$ cat src/rtl/neuron_threshold_scheduler.sv
// Round-robin scheduler sharing one threshold comparator among N_REQ requesters.
// Registered result slot with backpressure, per-requester refractory masking and a spike counter.
module neuron_threshold_scheduler #(
   parameter int N_REQ = 4,
   parameter int WIDTH = 8,
   parameter int RW    = 4,
   localparam int IW   = (N_REQ > 1) ? $clog2(N_REQ) : 1
) (
   input  logic                   clk,
   input  logic                   rst,
   input  logic                   en,
   input  logic                   cfg_we,
   input  logic [WIDTH-1:0]       cfg_thr,
   input  logic                   cfg_ge,
   input  logic [RW-1:0]          cfg_refr,
   input  logic [N_REQ-1:0]       req_valid,
   input  logic [N_REQ*WIDTH-1:0] req_value,
   output logic [N_REQ-1:0]       req_ready,
   output logic                   res_valid,
   input  logic                   res_ready,
   output logic [IW-1:0]          res_id,
   output logic                   res_lt,
   output logic                   res_eq,
   output logic                   res_gt,
   output logic                   res_spike,
   output logic [15:0]            spike_cnt
);

   logic [WIDTH-1:0] cfg_thr_q;
   logic             cfg_ge_q;
   logic [RW-1:0]    cfg_refr_q;

   logic [IW-1:0]    rr_ptr_q, rr_ptr_d;
   logic [RW-1:0]    refr_q [N_REQ];
   logic [RW-1:0]    refr_d [N_REQ];

   logic             res_valid_q, res_valid_d;
   logic [IW-1:0]    res_id_q;
   logic             res_lt_q, res_eq_q, res_gt_q, res_spike_q;
   logic [15:0]      spike_cnt_q, spike_cnt_d;

   logic [N_REQ-1:0] eligible;
   logic [IW-1:0]    rot_idx [N_REQ];
   logic [WIDTH-1:0] value_arr [N_REQ];
   logic             grant_any;
   logic [IW-1:0]    grant_idx;
   logic [WIDTH-1:0] acc_value;
   logic             slot_free, accept, handshake, spike_hs;
   logic             cmp_lt, cmp_eq, cmp_gt;

   assign slot_free = !res_valid_q || res_ready;
   assign handshake = res_valid_q && res_ready;
   assign spike_hs  = handshake && res_spike_q;

   // rot_idx[k] is the requester visited k-th in round-robin order from rr_ptr.
   genvar gi;
   generate
      for (gi = 0; gi < N_REQ; gi++) begin : g_req
         logic [IW:0] sum;
         assign sum           = {1'b0, rr_ptr_q} + (IW+1)'(gi);
         assign rot_idx[gi]   = (sum >= (IW+1)'(N_REQ)) ? IW'(sum - (IW+1)'(N_REQ)) : sum[IW-1:0];
         assign value_arr[gi] = req_value[gi*WIDTH +: WIDTH];
         assign eligible[gi]  = req_valid[gi] && (refr_q[gi] == '0);

         // A spike handshake reloads the owner's counter; otherwise count down to zero.
         assign refr_d[gi] = (spike_hs && (res_id_q == IW'(gi))) ? cfg_refr_q :
                             (refr_q[gi] != '0) ? refr_q[gi] - 1'b1 : refr_q[gi];
      end
   endgenerate

   always_comb begin
      grant_any = 1'b0;
      grant_idx = '0;
      for (int k = 0; k < N_REQ; k++) begin
         if (!grant_any && eligible[rot_idx[k]]) begin
            grant_any = 1'b1;
            grant_idx = rot_idx[k];
         end
      end
   end

   assign accept    = !rst && en && slot_free && grant_any;
   assign req_ready = accept ? (N_REQ'(1) << grant_idx) : '0;
   assign acc_value = value_arr[grant_idx];

   assign cmp_lt = acc_value <  cfg_thr_q;
   assign cmp_eq = acc_value == cfg_thr_q;
   assign cmp_gt = acc_value >  cfg_thr_q;

   always_comb begin
      rr_ptr_d    = rr_ptr_q;
      res_valid_d = res_valid_q;
      spike_cnt_d = spike_cnt_q;
      if (accept) begin
         rr_ptr_d    = (grant_idx == IW'(N_REQ-1)) ? '0 : grant_idx + 1'b1;
         res_valid_d = 1'b1;
      end else if (handshake) begin
         res_valid_d = 1'b0;
      end
      if (spike_hs && (spike_cnt_q != 16'hFFFF)) begin
         spike_cnt_d = spike_cnt_q + 16'd1;
      end
   end

   always_ff @(posedge clk) begin
      if (rst) begin
         cfg_thr_q   <= '1;
         cfg_ge_q    <= 1'b0;
         cfg_refr_q  <= '0;
         rr_ptr_q    <= '0;
         res_valid_q <= 1'b0;
         res_id_q    <= '0;
         res_lt_q    <= 1'b0;
         res_eq_q    <= 1'b0;
         res_gt_q    <= 1'b0;
         res_spike_q <= 1'b0;
         spike_cnt_q <= '0;
         for (int i = 0; i < N_REQ; i++) refr_q[i] <= '0;
      end else begin
         rr_ptr_q    <= rr_ptr_d;
         res_valid_q <= res_valid_d;
         spike_cnt_q <= spike_cnt_d;
         for (int i = 0; i < N_REQ; i++) refr_q[i] <= refr_d[i];
         // The compare uses the configuration already in force; a same-cycle write lands afterwards.
         if (accept) begin
            res_id_q    <= grant_idx;
            res_lt_q    <= cmp_lt;
            res_eq_q    <= cmp_eq;
            res_gt_q    <= cmp_gt;
            res_spike_q <= cmp_gt | (cfg_ge_q & cmp_eq);
         end
         if (cfg_we) begin
            cfg_thr_q  <= cfg_thr;
            cfg_ge_q   <= cfg_ge;
            cfg_refr_q <= cfg_refr;
         end
      end
   end

   assign res_valid = res_valid_q;
   assign res_id    = res_id_q;
   assign res_lt    = res_lt_q;
   assign res_eq    = res_eq_q;
   assign res_gt    = res_gt_q;
   assign res_spike = res_spike_q;
   assign spike_cnt = spike_cnt_q;

endmodule

$ cat config.mk
export PLATFORM = sky130hd
export DESIGN_NAME = neuron_threshold_scheduler
export DESIGN_NICKNAME = d
export VERILOG_FILES = /design/src/rtl/neuron_threshold_scheduler.sv
export SDC_FILE = /design/constraint.sdc
export NUM_CORES = 1
export LEC_CHECK = 0
export ABC_AREA = 1
export CAP_MARGIN = 20
export CORE_ASPECT_RATIO = 1.2
export CORE_UTILIZATION = 35
export DETAILED_ROUTE_END_ITERATION = 10
export PLACE_DENSITY = 0.69
export SKIP_LAST_GASP = 1
export SLEW_MARGIN = 30
export SYNTH_ARGS = -nofsm -noshare
export SYNTH_HDL_FRONTEND = slang
export SYNTH_SLANG_ARGS = --single-unit
$ cat constraint.sdc
create_clock -name clk -period 2.72 [get_ports clk]
set_input_delay 0.544 -clock clk [delete_from_list [all_inputs] [get_ports clk]]
set_output_delay 0.544 -clock clk [all_outputs]
set_load 0.05 [all_outputs]
# Word level (Yosys, flattened, before mapping)

Memories as Yosys holds them, arrays and structs flattened.
Cells that the tools add are included.

Multiply operators: 0
Mux-type cells: 42
Add/subtract/negate cells: 13
Bitwise operators: 7
Order comparisons: 11
Shift-type cells: 1
Reduce and logical (&&, ||, !) cells: 33
Div/mod/pow operators: 0
Equality and inequality tests: 6

Operators by type and width:

| cell                                                                 | count |
|---|---|
| 4-bit 2-to-1 mux                                                     | 13 |
| 2-bit 2-to-1 mux                                                     | 9 |
| 1-bit logical AND                                                    | 17 |
| 16-bit by 1-bit adder with 16-bit output, second input constant      | 1 |
| 8-bit binary-select mux with 2-bit select                            | 1 |
| 4-bit logical NOT                                                    | 4 |
| 8-bit 2-to-1 mux                                                     | 2 |
| 16-bit inequality test, second input constant                        | 1 |
| 4-bit nonzero test                                                   | 4 |
| 4-bit by 1-bit subtractor with 4-bit output, second input constant   | 4 |
| 1-bit 2-to-1 mux                                                     | 13 |
| 3-bit >= comparator, second input constant                           | 4 |
| 2-bit by 3-bit < comparator with 1-bit output, second input constant | 4 |
| 1-bit binary-select mux with 2-bit select                            | 4 |
| 8-bit equality test                                                  | 1 |
| 8-bit greater-than comparator                                        | 1 |
| 8-bit < comparator                                                   | 1 |
| 2-bit by 1-bit subtractor with 2-bit output, second input constant   | 4 |
| 2-bit by 2-bit adder with 3-bit output, second input constant        | 2 |
| 2-bit equality test, second input constant                           | 3 |
| 1-bit logical NOT                                                    | 5 |
| 1-bit OR                                                             | 5 |
| 1-bit by 2-bit << shifter with 4-bit output, first input constant    | 1 |
| 2-bit by 1-bit adder with 3-bit output, second input constant        | 1 |
| 8 further kinds                                                      | 8 |

Memories kept: 1
Bits in read-only memories: 0
Output and inout bits: 27
Bits of input ports: 54
Latch bits: 0
RAM bits: 16
Bits in registers: 38
Logic and storage cells: 125

Memory list:

| memory | words | bits a word | rd ports | clocked after Yosys merged registers in | write ports | RTL line | text |
|---|---|---|---|---|---|---|---|
| refr_q | 4     | 4           | 4        | 0                                       | 4           | 34       | `logic [RW-1:0] refr_q [N_REQ];` |

# Depth between registers and ports, before layout

Gate-level depths: netlist of run 1.
An unclocked memory read counts as a cell.

Depth after elaboration: 22
Depth in mapped cells: 25

# Worst setup path after synthesis of run 1

No wires, ideal clock.

Path type: flip-flop to output port
Start: memory refr_q[1][0]
End: output port req_ready[1]
Cell stages (with the launch flop): 14
Path buffers: 1
Data arrival time: 2.356 ns
Setup slack: -0.180 ns
Path through: dfxtp_1 > inv_1 > ha_1 > nand4_1 > nand2_2 > o21ai_4 > nand2_1 > nand2_2 > nand3_2 > buf_6 > inv_1 > ha_1 > inv_1 > nor2_1

RTL lines:

| item               | RTL line | text |
|---|---|---|
| start: declaration | 34       |  |
| end: declaration   | 18       | `output logic [N_REQ-1:0] req_ready,` |

==> metrics.yaml, run 1 <==
placed_area_um2: 4770
r2r-start: "refr_q[2][1]"
grt_first_pass_wirelength_mm: 17.4
grt_util_all_layers_pct: 20.6
endpoint_kind: "output pin"
worst_clock_skew_ns: 0.0136
syn_avg_cell_area_um2: 6.87
dominantRegCellSynth: "dfxtp_1"
setup_viol: 8
cts_hold_buf: 0
routed_wl_mm: 11.0
grt_overflow_total: 0
core.rowCount: 39
cp_max_fo: 4
hold_viol: 0
drv_slew: 0
place_ws_ns: -0.617
ff2ff_setup_slack_ns: -0.22
initial_core_util_pct: 36.5
antenna_cells: 0
root_buffer: "clkbuf_16"
multi_input_area_um2: 2340
worst_pin_slew_ns: 0.546
synth_area_leader_cell: "dfxtp_1"
antenna_found_initial: 0
outcome: "complete, but fails checks"
clock-sinks: 54
whs_endpoint: "cfg_ge_q"
drt_iter0_drc: 196
holdPathStages: 2
hold_class: "flip-flop to flip-flop"
cts_buffer_depth: 2
drt.antenna.violating_nets: 0
fp.dieH_um: 112
worstPathArrival_ns: 2.42
grt_pass1_vias: 3870
power_density_nw_per_um2: 1570
final_cell_area_um2: 5530
vias: 3986
yosysWarningCount: 0
dr.pass1.iters: 5
fin_crit_ns: 2.96
synth_area_leaders: "dfxtp_1 31%, nand2_1 9.3%, inv_1 8.6%, ha_1 7.5%, nand3_1 5.8%"
htree_levels: 2
syn2layout_area_growth_pct: 56.8
wire_per_inst_um: 14.1
r2r-end: "res_eq"
io_pins: 81
place_hpwl_mm: 7.58
cts_tree: "yes"
drive_gt1_share_pct: 26.0
numCtsBuffers: 5
clk_pin_slew_ns: 0.07
clkLatencyLatePin_ns: 0.30
coreArea_um2: 9660
slew_headroom_pct: 63.5
final_nets: 732
synthArstFlopShare_pct: 0
violations: "negative setup slack"
synth-seq-cells: 54
synth_fp_nets: 588
dr_wl_met2_mm: 5.64
drt_drc_violations_left: 0
vdd_ir_drop_max_v: 0.000854
period_share_pct: 109
holdCritStartpoint: "cfg_ge_q"
wl_met3_um: 538
synthesis.area_um2: 3520
crit_required_ns: 2.18
crit_type: "flip-flop to output pin"
via_per_inst: 5.10
p_leak_nw: 2.40
timing.fmax_mhz: 338
gp_congestion: 0.865
top_layer: "met4"
regArea_um2: 1090
reg2reg_depth: 19
drt-met1-wl_mm: 4.49
rsz0062_at_grt: "yes"
grt_max_degree: 28
final.setup.worst_slack_ns: -0.240
die_area_um2: 10500
synth-seq-area-share_pct: 30.7
synth_edf_count: 0
synth_top_area_share_pct: 30.7
yosysUniqueCellTypes: 37
port-buffer-count: 80
drv_cap: 0
die_w_um: 93.6
cp-start-kind: "flip-flop"
nFillCells: 827
synth_cells: 513
[final cells by class]
class	count	area share, %
flip-flops and latches	54	19.8
multi-input cells	360	42.4
inverters	83	5.77
clock buffers	6	2.51
clock inverters	2	0.702
well taps	123	2.79
repair buffers	153	26.1
[synthesized netlist by cell type, types with 2 or more instances]
cell type	count
nand3_2	2
dfxtp_1	54
nand2_1	87
buf_6	3
nor3_1	14
buf_4	3
xnor2_1	12
xor2_1	6
inv_1	81
a21oi_1	37
nand4_1	29
nor2_2	3
nand2_2	4
o21ai_0	31
nand2_4	2
a2111oi_0	7
clkbuf_1	8
ha_1	21
a211oi_1	4
nor2_1	46
or2_1	2
buf_2	2
nand3_1	41
[cell usage in the layout, fill, tap and decap left out, types with 5 or more instances in the layout]
| cell | count |
|---|---|
| nor3_1 | 14 |
| buf_4 | 60 |
| xnor2_1 | 12 |
| ha_1 | 10 |
| nand3_1 | 30 |
| clkdlybuf4s50_1 | 72 |
| a2111oi_0 | 7 |
| xor2_1 | 5 |
| nand2_1 | 76 |
| clkbuf_16 | 5 |
| o21ai_0 | 29 |
| nand3_2 | 11 |
| ha_4 | 11 |
| nand2_2 | 13 |
| nor2_1 | 40 |
| inv_2 | 13 |
| buf_6 | 11 |
| inv_1 | 68 |
| nor2_2 | 5 |
| dfxtp_1 | 45 |
| nand4_1 | 29 |
| a21oi_1 | 35 |
| dfxtp_2 | 9 |
[cell families after synthesis]
logic type      after synthesis  share of synthesized area, %
compound gates               83                          13.6
xor+xnor                     18                          4.47
fa+ha+maj                    21                          7.45
buf+inv                      99                          11.6
flops                        54                          30.7
mux                           1                         0.284
simple gates                237                          31.8
[metal layers]
metal  track usage, %  vias to the layer above
li1                 -                     1976
met4             7.08                        0
met5                0                        -
met3             3.55                       30
met2             36.8                      122
met1             24.7                     1858
[sequential cells by signal, summed over array words and instances (netlist names), 2 cells and up]
name        flops
spike_cnt      16
refr_q         16
cfg_refr_q      4
cfg_thr_q       8
res_id          2
rr_ptr_q        2
[worst max-delay path by stage]
stage                    to  cells after the start          from  slack, ns
2_1_floorplan     res_spike                     20  refr_q[1][0]      0.005
3_3_place_gp      res_spike                     19  req_valid[3]      -0.50
3_5_place_dp      res_spike                     20  req_valid[1]      -0.62
4_1_cts        req_ready[1]                     16  refr_q[1][0]      -0.11
5_1_grt           res_spike                     24  refr_q[3][0]      -0.42
6_report       req_ready[1]                     14  refr_q[3][1]      -0.24
[report_power, final]
part           internal (mW)  switching (mW)  total [mW]
logic                   3.20            3.61        6.80
clock network          0.463           0.295       0.758
registers              0.986           0.154        1.14
[worst max-delay path, cell delays in order (launching register included)]
cell and delay (ns):
dfxtp_2 0.34, inv_2 0.05, ha_4 0.16, nand4_1 0.17
nand3_2 0.13, nand2_4 0.13, buf_6 0.10, nand4_1 0.11
buf_4 0.17, a21oi_4 0.22, buf_6 0.13, ha_4 0.11
inv_2 0.04, nor2_4 0.12, buf_12 0.14
[stage by stage]
| stage | hold slack [ns] | util (%) | std cells | setup TNS [ns] | total power, mW |
|---|---|---|---|---|---|
| 6_report | 0.468 | 57.2 | 781 | -1.57 | 8.70 |
| 5_1_grt | 0.495 | 57.2 | 781 | -2.92 | 9.39 |
| 4_1_cts | 0.466 | 55.0 | 773 | -0.606 | 7.63 |
| 3_5_place_dp | 0.452 | 49.4 | 744 | -4.41 | 5.70 |
| 3_3_place_gp | 0.449 | 49.4 | 744 | -3.66 | 5.56 |
| 2_1_floorplan | 0.429 | - | 513 | 0 | 4.35 |
[timing repair]
action                                  CTS  global route
setup buffers                            20             8
pin swaps                                42            38
cloned                                    1             0
endpoints found under the setup margin    8             8
endpoints found under the hold margin     0             0
resized for setup                        65            37
(Power assumes the default switching activity.)
==> run 2: changes to the inputs <==
--- a/config.mk
+++ b/config.mk
@@ -10,7 +10,9 @@
 export CORE_ASPECT_RATIO = 1.2
 export CORE_UTILIZATION = 35
 export DETAILED_ROUTE_END_ITERATION = 10
+export HOLD_SLACK_MARGIN = 0.12
 export PLACE_DENSITY = 0.69
+export SETUP_SLACK_MARGIN = 0.3
 export SKIP_LAST_GASP = 1
 export SLEW_MARGIN = 30
 export SYNTH_ARGS = -nofsm -noshare
==> run 2 against run 1 <==
  * The run still ends with negative setup slack left
  * Clock power fell by 5.1%
  * First-iteration DRC count rose by 29%
  * Non-clock buffer count fell by 1
  * Core utilization barely moved
  * Via count fell by 0.45%
  * Design area barely moved
  * Global-route usage rose by 0.24 points
  * Register-to-register slack barely moved
  * Total power rose by 1.7%
  * Largest cell class unchanged
  * Highest routed layer unchanged
==> metrics.yaml, run 2 (synthesis results as in run 1) <==
htree_levels: 2  # unchanged
port-buffer-count: 80  # unchanged
coreArea_um2: 9660  # unchanged
ff2ff_setup_slack_ns: -0.22  # about the same
syn2layout_area_growth_pct: 56.9  # was 56.8%
grt_max_degree: 28  # unchanged
drt_drc_violations_left: 0  # unchanged
drt.antenna.violating_nets: 0  # unchanged
final_cell_mix: "74 x nand2_1, 72 x clkdlybuf4s50_1, 67 x inv_1"  # was 76 x nand2_1, 72 x clkdlybuf4s50_1, 68 x inv_1
fin_util_pct: 57.2  # about the same
grt_overflow_total: 0  # unchanged
io_pins: 81  # unchanged
clk_pin_slew_ns: 0.07  # about the same
grt_first_pass_wirelength_mm: 17.6  # was 17.4 mm
total_power_mw: 8.85  # was 8.70 mW
fin_crit_ns: 3.01  # was 2.96 ns
drt_iter0_drc: 253  # was 196
worstPathArrival_ns: 2.46  # was 2.42 ns
violations: "negative setup slack"  # unchanged
routed_wl_mm: 11.0  # about the same
vdd_ir_drop_max_v: 0.000832  # was 0.000854 V
clkLatencyLatePin_ns: 0.29  # was 0.30 ns
p_leak_nw: 2.39  # was 2.40 nW
core.rowCount: 39  # unchanged
drv_cap: 0  # unchanged
worst_clock_skew_ns: 0.00558  # was 0.0136 ns
setup_viol: 8  # unchanged
crit_required_ns: 2.18  # about the same
antenna_cells: 0  # unchanged
drv_slew: 0  # unchanged
final_cell_area_um2: 5530  # about the same
endpoint_kind: "output pin"  # unchanged
outcome: "complete, but fails checks"  # unchanged
final.setup.worst_slack_ns: -0.285  # was -0.240 ns
place_hpwl_mm: 7.66  # was 7.58 mm
grt_util_all_layers_pct: 20.9  # was 20.6%
antenna_found_initial: 0  # unchanged
period_share_pct: 110  # was 109%
final_nets: 731  # was 732
cp-start-kind: "flip-flop"  # unchanged
die_area_um2: 10500  # unchanged
gp_congestion: 0.893  # was 0.865
vias: 3968  # was 3986
rsz0062_at_grt: "yes"  # unchanged
placed_area_um2: 4820  # was 4770 um^2
fp.dieH_um: 112  # unchanged
power_density_nw_per_um2: 1600  # was 1570 nW/um^2
timing.fmax_mhz: 333  # was 338 MHz
root_buffer: "clkbuf_16"  # unchanged
hold_class: "flip-flop to flip-flop"  # unchanged
cts_hold_buf: 0  # unchanged
numCtsBuffers: 5  # unchanged
crit_type: "flip-flop to output pin"  # unchanged
hold_viol: 0  # unchanged
dr.pass1.iters: 4  # was 5
grt_pass1_vias: 3889  # was 3870
drive_gt1_share_pct: 25.6  # was 26.0%
cts_tree: "yes"  # unchanged
clock-sinks: 54  # unchanged
cts_buffer_depth: 2  # unchanged
place_ws_ns: -0.625  # was -0.617 ns
wire_per_inst_um: 14.1  # about the same
mostFrequentLayoutCell: "nand2_1"  # unchanged
worst_pin_slew_ns: 0.566  # was 0.546 ns
die_w_um: 93.6  # unchanged
via_per_inst: 5.09  # was 5.10
slew_headroom_pct: 62.2  # was 63.5%
cp_max_fo: 4  # unchanged
initial_core_util_pct: 36.5  # unchanged
==> run 2: cell types whose count changed in the layout (fill, tap and decap cells not counted), sizes merged <==
| cell | change |
|---|---|
| inv | -1 |
| clkbuf | -1 |
| clkinv | +2 |
| buf | -1 |
==> run 2: stage by stage <==
step                hold WS, ns  setup TNS (ns)  std cells
floorplan                 0.434               0        513
global placement          0.454           -3.35        739
detailed placement        0.458           -4.12        739
CTS                       0.467          -0.568        774
global route              0.496           -3.02        780
finish                    0.471           -1.70        780
==> run 2: layout make-up <==
class	instances	area, um^2
Clock buffer	5	125
Clock inverter	3	40.0
Fill cell	817	4130
Inverter	83	317
Multi-Input combinational cell	360	2320
Sequential cell	54	1090
Tap cell	123	154
Timing Repair Buffer	152	1480
==> run 2: timing repair <==
item,in CTS,in global routing
gates resized for setup,63,14
pin swaps,46,21
endpoints found under the setup margin,9,8
buffers inserted,27,6
==> run 2: path summary, 6_finish.rpt <==
kind,startpoint,to,depth (start not counted)
worst max-delay path,refr_q[3][0],req_ready[2],16
worst min-delay path,res_gt,res_gt,2
worst max register to register,refr_q[3][0],res_spike,22
worst min register to register,res_gt,res_gt,2
==> run 2: per-layer routing <==
metal | track usage [%] | up-vias | part of all wire (%)
met5 | 0 | - | 0
met4 | 8.00 | 0 | 2.9
met1 | 24.6 | 1833 | 41
li1 | - | 1982 | -
met3 | 4.51 | 34 | 5.2
met2 | 36.6 | 119 | 51
==> run 2: power breakdown <==
group,switching (mW),internal (mW)
registers,0.148,0.987
clock network,0.288,0.431
logic,3.57,3.43
==> run 2: critical path, cell delays in order, from the launching register on <==
cell and delay [ns]:
dfxtp_2 0.33, inv_2 0.08, ha_4 0.14, nand4_1 0.15, buf_4 0.18, nand3_2 0.08
o21ai_4 0.08, buf_6 0.14, nand3_4 0.10, nand3_4 0.11, buf_6 0.14, buf_12 0.12
buf_6 0.11, ha_4 0.15, inv_2 0.06, nor2_4 0.04, buf_12 0.14
==> run 3: changes to the inputs <==
--- a/config.mk
+++ b/config.mk
@@ -6,8 +6,8 @@
 export NUM_CORES = 1
 export LEC_CHECK = 0
 export ABC_AREA = 1
+export ABC_CLOCK_PERIOD_IN_PS = 2720
 export CAP_MARGIN = 20
-export CORE_ASPECT_RATIO = 1.2
 export CORE_UTILIZATION = 35
 export DETAILED_ROUTE_END_ITERATION = 10
 export HOLD_SLACK_MARGIN = 0.12
==> run 3 against run 2 <==
  * The run still ends with negative setup slack left
  * Sequential share of layout area grew 0.24 points
  * Clock power shrank 38%
  * Die area is essentially flat
  * Combinational power shrank 5.1%
  * Routed wire length shrank 7.0%
  * First-iteration DRC count shrank 59%
  * Register-to-register slack gained 0.03 ns
  * Fmax grew 0.85%
==> metrics.yaml, run 3 (synthesis results as in run 1) <==
violations: "negative setup slack"  # unchanged
r2r-start: "refr_q[3][1]"  # was refr_q[3][0]
root_buffer: "clkbuf_8"  # was clkbuf_16
routed_wl_mm: 10.2  # was 11.0 mm
dp_cells: 758  # was 739
clkLatencyLatePin_ns: 0.31  # was 0.29 ns
cp_top_family: "simple AND/OR/NAND/NOR gates"  # was buffers and inverters
die_area_um2: 10500  # about the same
final_cell_mix: "75 x nand2_1, 72 x clkdlybuf4s50_1, 69 x inv_1"  # was 74 x nand2_1, 72 x clkdlybuf4s50_1, 67 x inv_1
wire_per_inst_um: 13.1  # was 14.1 um
reg2reg_depth: 24  # was 22
drt.antenna.violating_nets: 0  # unchanged
drv_slew: 0  # unchanged
cp.depth: 15  # was 16
endpoint: "req_ready[0]"  # was req_ready[2]
drive_gt1_share_pct: 24.5  # was 25.6%
worstPathArrival_ns: 2.44  # was 2.46 ns
cp-start-kind: "flip-flop"  # unchanged
mostFrequentLayoutCell: "nand2_1"  # unchanged
worst_pin_slew_ns: 0.562  # was 0.566 ns
worstSetupStartpoint: "refr_q[3][1]"  # was refr_q[3][0]
slowest_delay_ns: 0.35  # was 0.33 ns
fp.dieH_um: 102  # was 112 um
vdd_ir_drop_max_v: 0.000809  # was 0.000832 V
place_hpwl_mm: 7.60  # was 7.66 mm
p_sw_share_pct: 48.2  # was 45.2%
htree_levels: 2  # unchanged
crit_required_ns: 2.18  # about the same
timing.fmax_mhz: 336  # was 333 MHz
setup_viol: 8  # unchanged
antenna_cells: 0  # unchanged
cts_buffer_depth: 2  # unchanged
initial_core_util_pct: 36.1  # was 36.5%
gr-usage-met3_pct: 2.60  # was 4.51%
p_leak_nw: 2.33  # was 2.39 nW
p_comb_share_pct: 80.9  # was 79.1%
regArea_um2: 1090  # about the same
crit_type: "flip-flop to output pin"  # unchanged
nFillCells: 913  # was 817
internal-power_mw: 4.25  # was 4.85 mW
cts_tree: "yes"  # unchanged
grt.busiest_layer: "met2"  # unchanged
endpoint_kind: "output pin"  # unchanged
ff2ff_setup_slack_ns: -0.19  # was -0.22 ns
numCtsBuffers: 5  # unchanged
rsz0062_at_grt: "yes"  # unchanged
hold_class: "flip-flop to flip-flop"  # unchanged
io_pins: 81  # unchanged
final_nets: 724  # was 731
grt_pass1_vias: 3714  # was 3889
drt_drc_violations_left: 0  # unchanged
outcome: "complete, but fails checks"  # unchanged
p_switching_mw: 3.96  # was 4.00 mW
coreArea_um2: 9770  # was 9660 um^2
place_ws_ns: -0.683  # was -0.625 ns
cp_max_fo: 6  # was 4
crit_path_top_delay_cell: "dfxtp_2"  # unchanged
use_met1_pct: 23.8  # was 24.6%
syn2layout_area_growth_pct: 54.8  # was 56.9%
power_density_nw_per_um2: 1500  # was 1600 nW/um^2
slew_headroom_pct: 62.4  # was 62.2%
gp_congestion: 0.912  # was 0.893
core.rowCount: 36  # was 39
grt_util_all_layers_pct: 19.0  # was 20.9%
grt_first_pass_wirelength_mm: 15.9  # was 17.6 mm
drv_cap: 0  # unchanged
final.setup.worst_slack_ns: -0.260  # was -0.285 ns
clk_pin_slew_ns: 0.10  # was 0.07 ns
grt_use_met2_pct: 33.8  # was 36.6%
port-buffer-count: 80  # unchanged
hold_viol: 0  # unchanged
cts_hold_buf: 0  # unchanged
clock-sinks: 54  # unchanged
via_per_inst: 4.91  # was 5.09
r2r-end: "res_spike"  # unchanged
worst_clock_skew_ns: 0.0105  # was 0.00558 ns
path_buf_inv: 5  # was 8
pwr-share-clk_pct: 5.5  # was 8.1%
dr.pass1.iters: 4  # unchanged
period_share_pct: 110  # about the same
multi_input_area_um2: 2390  # was 2320 um^2
die_w_um: 102  # was 93.6 um
antenna_found_initial: 0  # unchanged
vias: 3836  # was 3968
grt_max_degree: 28  # unchanged
layout.cells.non_filler: 782  # was 780
hold_slack_ns: 0.479  # was 0.471 ns
drt_iter0_drc: 103  # was 253
path_cells: "inv_2 > ha_4 > nand4_1 > nand2_1 > nand2_1 > nand2_2 > buf_6 > nand3_4 > nand3_4 > a21oi_4 > buf_6 > ha_4 > inv_2 > nor2_4 > buf_12"  # was inv_2 > ha_4 > nand4_1 > buf_4 > nand3_2 > o21ai_4 > buf_6 > nand3_4 > nand3_4 > buf_6 > buf_12 > buf_6 > ha_4 > inv_2 > nor2_4 > buf_12
total_power_mw: 8.21  # was 8.85 mW
fin_crit_ns: 2.98  # was 3.01 ns
pwr-share-seq_pct: 13.6  # was 12.8%
grt_overflow_total: 0  # unchanged
[run 3: changes by cell type in the layout (fill, tap and decap cells not counted), moves of 5 or more]
cell       delta
nand2_2       -5
buf_4        -10
buf_6         +6
clkbuf_16     -5
clkbuf_8      +5
[run 3: per-layer routing]
layer / wire length, um / share of wire (%) / up-vias
met5: 0 / 0 / -
met4: 145 / 1.4 / 0
met3: 422 / 4.1 / 12
met2: 5140 / 50 / 85
met1: 4510 / 44 / 1773
li1: - / - / 1966
[run 3: how the worst min path moves through the flow]
stage | startpoint | end | slack [ns] | cells after the start
after detailed placement | res_gt | res_gt | 0.46 | 2
after CTS | cfg_ge_q | cfg_ge_q | 0.48 | 2
after global placement | cfg_ge_q | cfg_ge_q | 0.45 | 2
after floorplan | cfg_ge_q | cfg_ge_q | 0.43 | 2
after global routing | cfg_ge_q | cfg_ge_q | 0.49 | 2
final | cfg_thr_q[2] | cfg_thr_q[2] | 0.48 | 2
[run 3: final cells by class]
class / instances / share of cell area, %
clock inverters: 2 / 0.252
inverters: 83 / 5.76
repair buffers: 145 / 25.8
well taps: 133 / 3.05
flip-flops and latches: 54 / 20.0
multi-input cells: 360 / 43.9
clock buffers: 5 / 1.26
[run 3: power by group through the flow]
stage                     Combinational, mW  Clock (mW)  Sequential [mW]
after CTS                              5.76       0.464             1.11
after global placement                 4.78           0             1.11
after floorplan                        3.29           0             1.22
after detailed placement               4.93           0             1.11
final                                  6.64       0.448             1.12
after global routing                   7.20       0.496             1.14
[run 3: worst reg2reg max path: stages, from the launching register on]
cell,delay (ns)
dfxtp_2,0.35
inv_2,0.05
ha_4,0.17
nand4_1,0.16
nand2_1,0.12
nand2_1,0.11
nand2_2,0.09
buf_6,0.13
nand3_4,0.05
nand3_4,0.09
a21oi_4,0.25
buf_4,0.17
nand3_1,0.06
nand2_1,0.11
ha_4,0.22
inv_1,0.05
nor2_1,0.03
o21ai_0,0.13
nand2_1,0.07
nand2_1,0.09
nand2_1,0.07
nand2_1,0.06
o21ai_1,0.06
nand2_1,0.05
a21oi_1,0.06
[run 3: per-stage QoR]
step	area [um^2]	util (%)	setup TNS, ns
5_1_grt	5460	55.8	-2.73
2_1_floorplan	3600	-	0
4_1_cts	5210	53.3	-1.02
3_3_place_gp	4890	50.0	-3.83
3_5_place_dp	4890	50.0	-4.65
6_report	5460	55.8	-1.46
[run 3: repair_timing]
action,4_1_cts,5_1_grt
setup buffers,14,3
resized for setup,40,48
setup endpoints to repair,9,8
hold endpoints to repair,0,0
pin swaps,21,40
==> variant: new RTL, flow settings as in run 3 <==
Make the reset (`rst`) asynchronous in one clocked block.
--- a/src/rtl/neuron_threshold_scheduler.sv
+++ b/src/rtl/neuron_threshold_scheduler.sv
@@ -102,7 +102,7 @@
       end
    end
 
-   always_ff @(posedge clk) begin
+   always_ff @(posedge clk or posedge rst) begin
       if (rst) begin
          cfg_thr_q   <= '1;
          cfg_ge_q    <= 1'b0;
Behaviour: differs if rst is asserted again (counterexample within 4 cycles, from zero or initial values and one cycle with rst high); with rst held inactive, the same outputs for 10 cycles.
==> variant against run 3 <==
  * The run still ends with negative setup slack left
  * Sequential cell count unchanged
  * Wire length down 10%
  * Register-to-register slack better by 0.03 ns
  * Power down 25%
  * Synthesized cell count down 15%
  * Area after synthesis down 3.2%
  * Final area down 5.1%
  * Setup slack better by 0.075 ns
  * Largest cell class unchanged
  * Largest power group unchanged
  * Highest routed layer unchanged
==> variant: results (changes against run 3) <==
[timing]
clock_skew_ns = 0.00418  ; was 0.0105 ns
setup_tns_ns = -1.16  ; was -1.46 ns
max_slew.worst_pin.slew_ns = 0.662  ; was 0.562 ns
setup_ws_ns = -0.186  ; was -0.260 ns
finalSetupViolCount = 8  ; unchanged

[yosys]
synth_nets = 509  ; was 588
synth_common_cells = nand2_1 (98), inv_1 (64), nand3_1 (54)  ; was nand2_1 (87), inv_1 (81), dfxtp_1 (54)
yosysSeqAreaShare_pct = 39.9  ; was 30.7%
synth_ff_type = dfrtp_1  ; was dfxtp_1
synthArstFlopShare_pct = 100  ; was 0%
ys_types = 33  ; was 37
synth_area_leaders = dfrtp_1 (34%), nand2_1 (11%), nand3_1 (7.9%)  ; was dfxtp_1 (31%), nand2_1 (9.3%), inv_1 (8.6%)

[drt]
viasPerCell = 4.74  ; was 4.91
initialDrtViolationCount = 131  ; was 103

[outcome]
status = finished, violations left  ; unchanged
violations = negative setup slack  ; unchanged

[power]
intPower_mw = 3.31  ; was 4.25 mW
ir_drop_mv = 0.542  ; was 0.809 mV

[worst_setup_path]
slowest_delay_ns = 0.41  ; was 0.35 ns
cp.arrival_ns = 2.36  ; was 2.44 ns
worst_r2r_path_depth = 20  ; was 24

[global_route]
globalRouteTotalUtil_pct = 17.6  ; was 19.0%
grt_pass1_wl_um = 14400  ; was 15900 µm
grt_start_max_net_pins = 55  ; was 28

[layout]
layout-drive-gt1-share_pct = 24.8  ; was 24.5%
final_cells = 701  ; was 782
final_nets = 646  ; was 724

[place]
dp_hpwl_um = 6660  ; was 7600 µm

variant: cell count changes in the layout (fill, tap and decap cells not counted), sizes merged, moves of 4 or more:
cell	change
inv	-18
nand3	+13
dfxtp	-54
a21oi	-29
xor2	+12
a211oi	-4
a2111oi	-7
nand4	-18
xnor2	-4
buf	-8
dfrtp	+46
nor2	-24
dfstp	+8
nand2	+10
variant: timing repair:
action	CTS	global route
setup endpoints to repair	8	8
buffers inserted	12	8
resized for setup	36	27
pin swaps	21	30
gates cloned	0	1
variant: per-layer routing:
metal | share of wire [%] | track usage, % | up-vias
met5 | 0 | 0 | -
met4 | 1.4 | 4.46 | 0
met3 | 5.7 | 3.26 | 14
met2 | 47 | 29.1 | 103
met1 | 46 | 23.9 | 1525
li1 | - | - | 1680
variant: critical path, delay by kind of cell, from the launching register on:
kind,cells,cell delay (ns)
and+or+nand+nor,8,0.81
DFF,1,0.41
buffers and inverters,4,0.47
adders and majority gates,2,0.37
variant: area by class of cell:
type / instances / area, µm²
Inverter: 67 / 260
Multi-Input combinational cell: 305 / 1980
Timing Repair Buffer: 138 / 1300
Sequential cell: 54 / 1360
Fill cell: 843 / 4150
Clock buffer: 6 / 72.6
Tap cell: 129 / 161
Clock inverter: 2 / 37.5
variant: cells by family after synthesis:
group                    Yosys count  share of synthesized area [%]
XOR/XNOR                          26                           6.68
adder cells (fa/ha/maj)           21                           7.70
AO/OA/AOI/OAI                     45                           7.23
buffers and inverters             75                           9.17
AND/OR/NAND/NOR                  210                           28.3
flip-flops                        54                           39.9
multiplexers                       3                          0.990
variant: final timing paths:
| check | from | endpoint | slack [ns] |
|---|---|---|---|
| worst max-delay path | refr_q[4] | req_ready[0] | -0.19 |
| worst min-delay path | spike_cnt[15] | spike_cnt[15] | 0.51 |
| worst max register to register | refr_q[0] | res_spike | -0.16 |
| worst min register to register | spike_cnt[15] | spike_cnt[15] | 0.51 |
| max in group asynchronous | rst | rr_ptr_q[0] | 1.40 |
| min in group asynchronous | rst | res_gt | 0.84 |
variant: power groups by stage:
stage               clock network [mW]  logic, mW  registers (mW)
floorplan                            0       2.16            1.49
global placement                     0       3.42            1.25
detailed placement                   0       3.52            1.25
CTS                              0.546       3.90            1.25
global route                     0.574       4.80            1.29
finish                           0.533       4.38            1.26
variant: through the flow:
step	setup WS, ns	cell area (µm²)	hold slack (ns)	power (mW)	util [%]
final	-0.186	5180	0.505	6.17	55.5
after global placement	-0.447	4670	0.476	4.67	50.1
after floorplan	0.131	3480	0.452	3.65	-
after global routing	-0.345	5180	0.531	6.66	55.5
after CTS	-0.130	4990	0.504	5.71	53.5
after detailed placement	-0.539	4670	0.480	4.77	50.1
